==> src/rtl/oam_dma_pkg.sv <==
// Shared PPU-side definitions for the OAM DMA engine.
//   oam_dma_state_t : DMA controller state encoding
//   OAM_BYTES       : bytes copied by one DMA transfer
//   OAM_WORDS       : 16-bit words in the OAM RAM
//   dma_eff_page()  : folds echo-RAM pages E0..FF back onto C0..DF
package oam_dma_pkg;

   typedef enum logic [1:0] {
      DMA_IDLE  = 2'd0,
      DMA_START = 2'd1,
      DMA_XFER  = 2'd2,
      DMA_FLUSH = 2'd3
   } oam_dma_state_t;

   localparam int OAM_BYTES = 160;
   localparam int OAM_WORDS = 80;

   // Pages E0..FF mirror work RAM, so the DMA reads the mirrored page instead.
   function automatic logic [7:0] dma_eff_page(input logic [7:0] page);
      if (page >= 8'hE0) begin
         return page - 8'h20;
      end
      return page;
   endfunction

endpackage

==> src/rtl/oam_dma.sv <==
// OAM DMA engine: on a CPU write to $FF46, copies BYTES source bytes from
// page {reg_d_wr, 8'h00} into OAM, packing byte pairs into 16-bit words.
//
// state     | meaning
// ----------+--------------------------------------------------------------
// DMA_IDLE  | no transfer; waiting for a $FF46 write
// DMA_START | one-byte-slot setup delay, bus owned but not read
// DMA_XFER  | one byte read per slot; odd bytes complete an OAM word
// DMA_FLUSH | carries the final word write, then releases the bus
//
// Ports:
//   clk          in   system clock, all logic on posedge
//   reset        in   synchronous active-high reset
//   reg_write    in   CPU write strobe for $FF46 (starts/restarts a transfer)
//   reg_d_wr     in   source page written by the CPU
//   reg_d_rd     out  last value written to $FF46
//   dma_active   out  transfer in progress (bus and OAM port owned)
//   dma_src_addr out  source byte address, 0 outside XFER
//   dma_d_in     in   source byte data
//   oam_addr     out  OAM word address
//   oam_d_wr     out  OAM word, even byte low, odd byte high
//   oam_write    out  one-cycle OAM write strobe
module oam_dma
   import oam_dma_pkg::*;
#(
   parameter int CYCLES_PER_BYTE = 4,
   parameter int BYTES           = OAM_BYTES
) (
   input  logic        clk,
   input  logic        reset,
   input  logic        reg_write,
   input  logic [7:0]  reg_d_wr,
   output logic [7:0]  reg_d_rd,
   output logic        dma_active,
   output logic [15:0] dma_src_addr,
   input  logic [7:0]  dma_d_in,
   output logic [6:0]  oam_addr,
   output logic [15:0] oam_d_wr,
   output logic        oam_write
);

   localparam int              PW       = (CYCLES_PER_BYTE > 1) ? $clog2(CYCLES_PER_BYTE) : 1;
   localparam logic [PW-1:0]   PH_LAST  = PW'(CYCLES_PER_BYTE - 1);
   localparam logic [7:0]      IDX_LAST = 8'(BYTES - 1);

   oam_dma_state_t r_state;
   oam_dma_state_t w_state_nxt;

   logic [PW-1:0] r_phase;
   logic [7:0]    r_idx;
   logic [7:0]    r_page;
   logic [7:0]    r_reg_d_rd;
   logic [7:0]    r_low;
   logic [6:0]    r_oam_addr;
   logic [15:0]   r_oam_d_wr;
   logic          r_oam_write;

   logic          w_last_phase;
   logic          w_last_byte;
   logic [7:0]    w_eff_page;

   assign w_last_phase = (r_phase == PH_LAST);
   assign w_last_byte  = (r_idx == IDX_LAST);
   assign w_eff_page   = dma_eff_page(r_page);

   always_ff @(posedge clk) begin
      if (reset) begin
         r_state <= DMA_IDLE;
      end else begin
         r_state <= w_state_nxt;
      end
   end

   // A $FF46 write wins in every state, so a restart never drops dma_active.
   always_comb begin
      w_state_nxt = r_state;
      case (r_state)
         DMA_IDLE: begin
            if (reg_write) begin
               w_state_nxt = DMA_START;
            end
         end
         DMA_START: begin
            if (reg_write) begin
               w_state_nxt = DMA_START;
            end else if (w_last_phase) begin
               w_state_nxt = DMA_XFER;
            end
         end
         DMA_XFER: begin
            if (reg_write) begin
               w_state_nxt = DMA_START;
            end else if (w_last_phase && w_last_byte) begin
               w_state_nxt = DMA_FLUSH;
            end
         end
         DMA_FLUSH: begin
            if (reg_write) begin
               w_state_nxt = DMA_START;
            end else begin
               w_state_nxt = DMA_IDLE;
            end
         end
         default: begin
            w_state_nxt = DMA_IDLE;
         end
      endcase
   end

   always_ff @(posedge clk) begin
      if (reset) begin
         r_phase     <= '0;
         r_idx       <= 8'd0;
         r_page      <= 8'd0;
         r_reg_d_rd  <= 8'd0;
         r_low       <= 8'd0;
         r_oam_addr  <= 7'd0;
         r_oam_d_wr  <= 16'd0;
         r_oam_write <= 1'b0;
      end else begin
         r_oam_write <= 1'b0;
         if (reg_write) begin
            // Restart: any half-built word is abandoned along with the old page.
            r_page     <= reg_d_wr;
            r_reg_d_rd <= reg_d_wr;
            r_idx      <= 8'd0;
            r_phase    <= '0;
            r_low      <= 8'd0;
         end else begin
            case (r_state)
               DMA_START: begin
                  r_phase <= w_last_phase ? '0 : r_phase + PW'(1);
               end
               DMA_XFER: begin
                  r_phase <= w_last_phase ? '0 : r_phase + PW'(1);
                  // Data is taken at the end of the slot so the source has
                  // the whole slot minus one cycle to respond.
                  if (w_last_phase) begin
                     if (!r_idx[0]) begin
                        r_low <= dma_d_in;
                     end else begin
                        r_oam_d_wr  <= {dma_d_in, r_low};
                        r_oam_addr  <= r_idx[7:1];
                        r_oam_write <= 1'b1;
                     end
                     if (!w_last_byte) begin
                        r_idx <= r_idx + 8'd1;
                     end
                  end
               end
               default: begin
                  r_phase <= '0;
               end
            endcase
         end
      end
   end

   assign reg_d_rd     = r_reg_d_rd;
   assign dma_active   = (r_state != DMA_IDLE);
   assign dma_src_addr = (r_state == DMA_XFER) ? {w_eff_page, r_idx} : 16'h0000;
   assign oam_addr     = r_oam_addr;
   assign oam_d_wr     = r_oam_d_wr;
   assign oam_write    = r_oam_write;

endmodule

==> config.mk <==
export PLATFORM = sky130hd
export DESIGN_NAME = oam_dma
export DESIGN_NICKNAME = d
export VERILOG_FILES = /design/src/rtl/oam_dma_pkg.sv /design/src/rtl/oam_dma.sv
export SDC_FILE = /design/constraint.sdc
export NUM_CORES = 1
export LEC_CHECK = 0
export ABC_AREA = 0
export CAP_MARGIN = 20
export CORE_ASPECT_RATIO = 0.75
export CORE_MARGIN = 2
export CORE_UTILIZATION = 45
export DETAILED_ROUTE_END_ITERATION = 7
export PLACE_DENSITY_LB_ADDON = 0.15
export SYNTH_ARGS = -nofsm -noshare
export SYNTH_HDL_FRONTEND = slang
export SYNTH_SLANG_ARGS = --single-unit
==> constraint.sdc <==
create_clock -name clk -period 3.3 [get_ports clk]
set_input_delay 0.99 -clock clk [delete_from_list [all_inputs] [get_ports clk]]
set_output_delay 0.99 -clock clk [all_outputs]
set_load 0.1 [all_outputs]
* After elaboration in Yosys (flattened, before gate mapping) *
Cells that the tools add are included.

storage, ports and cells
  flip-flop bits (word level) = 52
  bits of input ports = 19
  output and inout bits = 49
  logic and storage cells = 49

cells by class
  add/sub/neg operators = 3
  $lt $le $gt $ge = 1
  eq/ne operators = 8
  muxes and demuxes = 12
  bitwise gates (word level) = 6
  reductions and logical operators = 11

operators by type and width
  kind                                                      number
  2-to-1 mux 16 bit                                         1
  2-to-1 mux 8 bit                                          2
  2-to-1 mux 2 bit                                          5
  AND reduction 3 bit                                       3
  adder 8 x 1 -> 8 bit, second input constant               1
  == test 8 bit, second input constant                      1
  greater-or-equal comparator 8 bit, second input constant  1
  one-hot mux 2 bit (4 select lines)                        1
  OR reduction 4 bit                                        2
  subtractor 8 x 6 -> 8 bit, second input constant          1
  == test 2 bit, second input constant                      3
  != test 3 bit, second input constant                      2
  inverter 1 bit                                            6
  AND reduction 4 bit                                       1
  OR reduction 2 bit                                        2
  2-to-1 mux 1 bit                                          3
  adder 2 x 1 -> 2 bit, second input constant               1
  == test 2 x 1 -> 1 bit, second input constant             1
  zero test 2 bit                                           1
  != test 2 bit, second input constant                      1
  nonzero test 2 bit                                        1
  logical AND 1 bit                                         1

* Depth between registers and ports, before layout *
  word-level depth = 5
  depth in mapped cells = 8
  depth with buffers taken out = 6

* Worst setup path after synthesis *
OpenSTA, ideal clock, no wires.

  path kind = register to output
  start point = reg, netlist name reg_d_rd[5]
  end point = out dma_src_addr[14]
  arrival time = 2,964 ps
  data required time = 2,310 ps
  path slack = -654 ps
  stages on the path, launching flop included = 4
  buffers on the path = 0
  cells stage by stage = dfxtp_1 inv_1 ha_1 a31oi_1

RTL lines
  element        line           RTL
  end, declared  oam_dma.sv:35  output logic [15:0] dma_src_addr,

* Worst setup path after layout *
  start point = reg r_state[0]
  end point = out dma_src_addr[15]

between the ends
  word-level cells in the longest chain between the ends = 2

ends and longest elaborated chain
  element                 line            RTL
  start, declared         oam_dma.sv:46   oam_dma_state_t r_state;
  start signal, assigned  oam_dma.sv:70   r_state <= w_state_nxt;
  == test 2 bit           oam_dma.sv:161  assign dma_src_addr = (r_state == DMA_XFER) ? {w_eff_page, r_idx} : 16'h0000;
  2-to-1 mux 16 bit       oam_dma.sv:161

Every way passes these cells.

==> metrics.txt <==
Post-CTS Repair Setup Buffers=0; R2R Path Start=r_state[0]; CTS H-Tree Depth=2; placed wire-length estimate=~3600 um; leading cell types by total area after synthesis=sky130_fd_sc_hd__dfxtp_1, sky130_fd_sc_hd__nand2_1, sky130_fd_sc_hd__a21oi_1, sky130_fd_sc_hd__mux2i_1, sky130_fd_sc_hd__ha_1; number of buffers added to fix hold violations after cts=0; number of sinks driven by the clock tree=52; weighted congestion reported at the end of routability-driven placement=0.8488; via count of the routed design=about 2000; largest driver fanout on the critical path=18; antenna violations before repair=0; RSZ-0062 raised after global routing=no; top cell type's share of synthesized area=47.19%; headroom to the max-slew limit=between 60 and 70%; Worst Setup Slack post-DPL=between 0.7 and 0.8 ns; Wirelength per Cell=12.98 um; Worst R2R Path Depth=8; insertion delay of the later-clocked pin in the worst-skew pair=between 0.3 and 0.4 ns; number of routed nets with antenna violations=0; # rows=22; Synthesis Warnings=0; most used flip-flop cell after synthesis=sky130_fd_sc_hd__dfxtp_1; GRT Residual Overflow=0; clock-pin slew of the registers on the worst-case setup and hold paths=0.09 ns; nature of the critical path endpoint=output pin; EDFF count, synth=0; drt first-iter violations=between 90 and 100; placed cell areas=approximately 3000 sq um; critical path launch point type=flip-flop; required arrival time at the worst endpoint=between 2 and 2.5 ns; Post-Route Setup TNS=0 ns; Total Nets Final=approximately 360; cell type with the highest aggregate area in the netlist=sky130_fd_sc_hd__dfxtp_1; final routed wirelength across all metal layers=5076 um; Ports=between 60 and 70; top achievable clock speed=~350 MHz; total of cells resized after clock tree synthesis=0; number of buffers between clock root and the deepest sink=2; net count after synthesis=slightly below 300; CTS tree=done; area of the core=4817 sq um; Die Outline Area=approximately 5500 sq um; layout cells sized above 1=21.45%; clk root buf=sky130_fd_sc_hd__clkbuf_8; count of maximum capacitance violations=0; Hold WC Path Type=reg -> reg; initial standard-cell utilization of the core=a little under half; Worst-Margin Slew=~0.56 ns; final cycle utilization of the critical path=between 80% and 90%; final setup violation count=0; via count of the first global-routing pass=1835; antenna diode count=0; Synth cell types=34; Final min period=roughly 2.9 ns; first-pass GRT wire length=8493 um; reg2reg end=oam_d_wr[5]; number of buffers added by the clock tree synthesis step=5; origin of the worst setup path=r_state[0]; Total Power Consumption=1.238 mW; global router's overall resource usage=about a fifth; via density per instance=a little over 5; data arrival at the endpoint of the critical path=between 1.5 and 2 ns; post-synthesis sequential element count=52; height of the chip=64.64 um; setup slack, reg-to-reg=0.86 ns; number of hold violations in the final report=0; power per cell area=roughly 400 nW/um^2; finished layout cell area=about 3100 sq um; highest ir drop seen on vdd=roughly 0.00024 V; clk_skew=slightly below 0.009 ns; Synth-to-Final Area Change=40.84%; pin count of the biggest net entering global routing=25; number of pins exceeding their max-slew limit in the final report=0; category of the critical setup timing path=reg -> out; minimum setup slack in the final design=around 0.43 ns; first drt pass iteration count=4; Seq/Total Area, Yosys=47.19%; post-synthesis cell area=roughly 2200 sq um; syn avg cell area=roughly 8.3 sq um; instance count of the mapped netlist=between 200 and 300; die boundary width=between 80 and 90 um; buffers added on ports=67; commonest cells in the netlist=sky130_fd_sc_hd__nand2_1, sky130_fd_sc_hd__dfxtp_1, sky130_fd_sc_hd__a21oi_1; Pleak=about 1.2 nW; endpoint of the most critical setup path=dma_src_addr[15]; residual DRC count=0; most frequently used cell type in the post-synthesis netlist=sky130_fd_sc_hd__nand2_1; run status=finished clean; proportion of register bits with asynchronous set or reset after synthesis=0%
[where the power goes]
| part | switching (mW) | internal (mW) |
|---|---|---|
| Combinational | 0.150 | 0.0700 |
| Sequential | 0.0122 | 0.641 |
| Clock | 0.214 | 0.151 |
| Total | 0.376 | 0.862 |
[cells by family after synthesis]
group | after synthesis | synth area share (%)
DFF | 52 | 47.19
adders and majority gates | 7 | 3.970
xor gates and xnor gates | 5 | 1.985
AOI/OAI and AO/OA | 48 | 13.05
muxes | 9 | 4.084
and+or+nand+nor | 123 | 25.41
buffers and inverters | 22 | 4.311
[layout make-up]
| type | count | area (sq um) |
|---|---|---|
| Fill cell | 407 | 1710 |
| Sequential cell | 52 | 1041 |
| Clock inverter | 2 | 16.27 |
| Inverter | 6 | 22.52 |
| Tap cell | 60 | 75.07 |
| Timing Repair Buffer | 73 | 793.3 |
| Clock buffer | 6 | 72.57 |
| Multi-Input combinational cell | 192 | 1086 |
[registers in the layout, indices dropped and copies added, names as in the netlist]
signal / count
oam_addr: 7
oam_d_wr: 16
oam_write: 1
r_idx: 8
r_low: 8
r_phase: 2
r_state: 2
reg_d_rd: 8
[metal layers]
metal | vias up | global-route usage (%) | share of wire [%]
li1 | 1013 | - | -
met1 | 920 | 26.09 | 49
met2 | 62 | 29.63 | 44
met3 | 6 | 5.478 | 6.4
met4 | 0 | 4.960 | 0.81
met5 | - | 0 | 0
[worst min path at each step]
stage | start | end | slack [ns] | depth (start not counted)
2_1_floorplan | r_phase[0] | r_phase[0] | 0.41 | 1
3_3_place_gp | r_phase[0] | r_phase[0] | 0.42 | 1
5_1_grt | r_phase[0] | r_phase[0] | 0.46 | 1
4_1_cts | r_phase[0] | r_phase[0] | 0.44 | 1
6_report | r_phase[0] | r_phase[0] | 0.44 | 1
3_5_place_dp | r_phase[0] | r_phase[0] | 0.43 | 1
[critical path, stage by stage (launching register included)]
cell and delay, ns:
sky130_fd_sc_hd__dfxtp_1 0.33, sky130_fd_sc_hd__inv_1 0.14, sky130_fd_sc_hd__ha_1 0.54, sky130_fd_sc_hd__nand2_1 0.13
sky130_fd_sc_hd__a31oi_2 0.22, sky130_fd_sc_hd__buf_12 0.20
[per-stage QoR]
stage	util (%)	hold slack (ns)	cells
2_1_floorplan	-	0.4069	266
3_3_place_gp	62.65	0.4197	383
3_5_place_dp	62.65	0.4261	383
4_1_cts	64.49	0.4391	391
5_1_grt	64.49	0.4619	391
6_report	64.49	0.4350	391
[placed cells by master, fill, tap and decap left out, types with 2 or more instances in the layout]
cell	Yosys	final
sky130_fd_sc_hd__a211oi_1	4	4
sky130_fd_sc_hd__a21oi_1	35	34
sky130_fd_sc_hd__a31oi_1	4	2
sky130_fd_sc_hd__a31oi_2	0	2
sky130_fd_sc_hd__and2_1	13	13
sky130_fd_sc_hd__and3_1	2	2
sky130_fd_sc_hd__buf_12	0	16
sky130_fd_sc_hd__buf_4	0	39
sky130_fd_sc_hd__clkbuf_8	0	5
sky130_fd_sc_hd__clkdlybuf4s50_1	0	18
sky130_fd_sc_hd__dfxtp_1	52	52
sky130_fd_sc_hd__ha_1	7	7
sky130_fd_sc_hd__inv_1	6	6
sky130_fd_sc_hd__mux2i_1	9	9
sky130_fd_sc_hd__nand2_1	69	69
sky130_fd_sc_hd__nand2b_1	3	3
sky130_fd_sc_hd__nand4_1	2	2
sky130_fd_sc_hd__nor2_1	21	21
sky130_fd_sc_hd__nor3_1	3	3
sky130_fd_sc_hd__or2_2	2	2
sky130_fd_sc_hd__xnor2_1	5	5
Power figures use the tool's default switching activity.
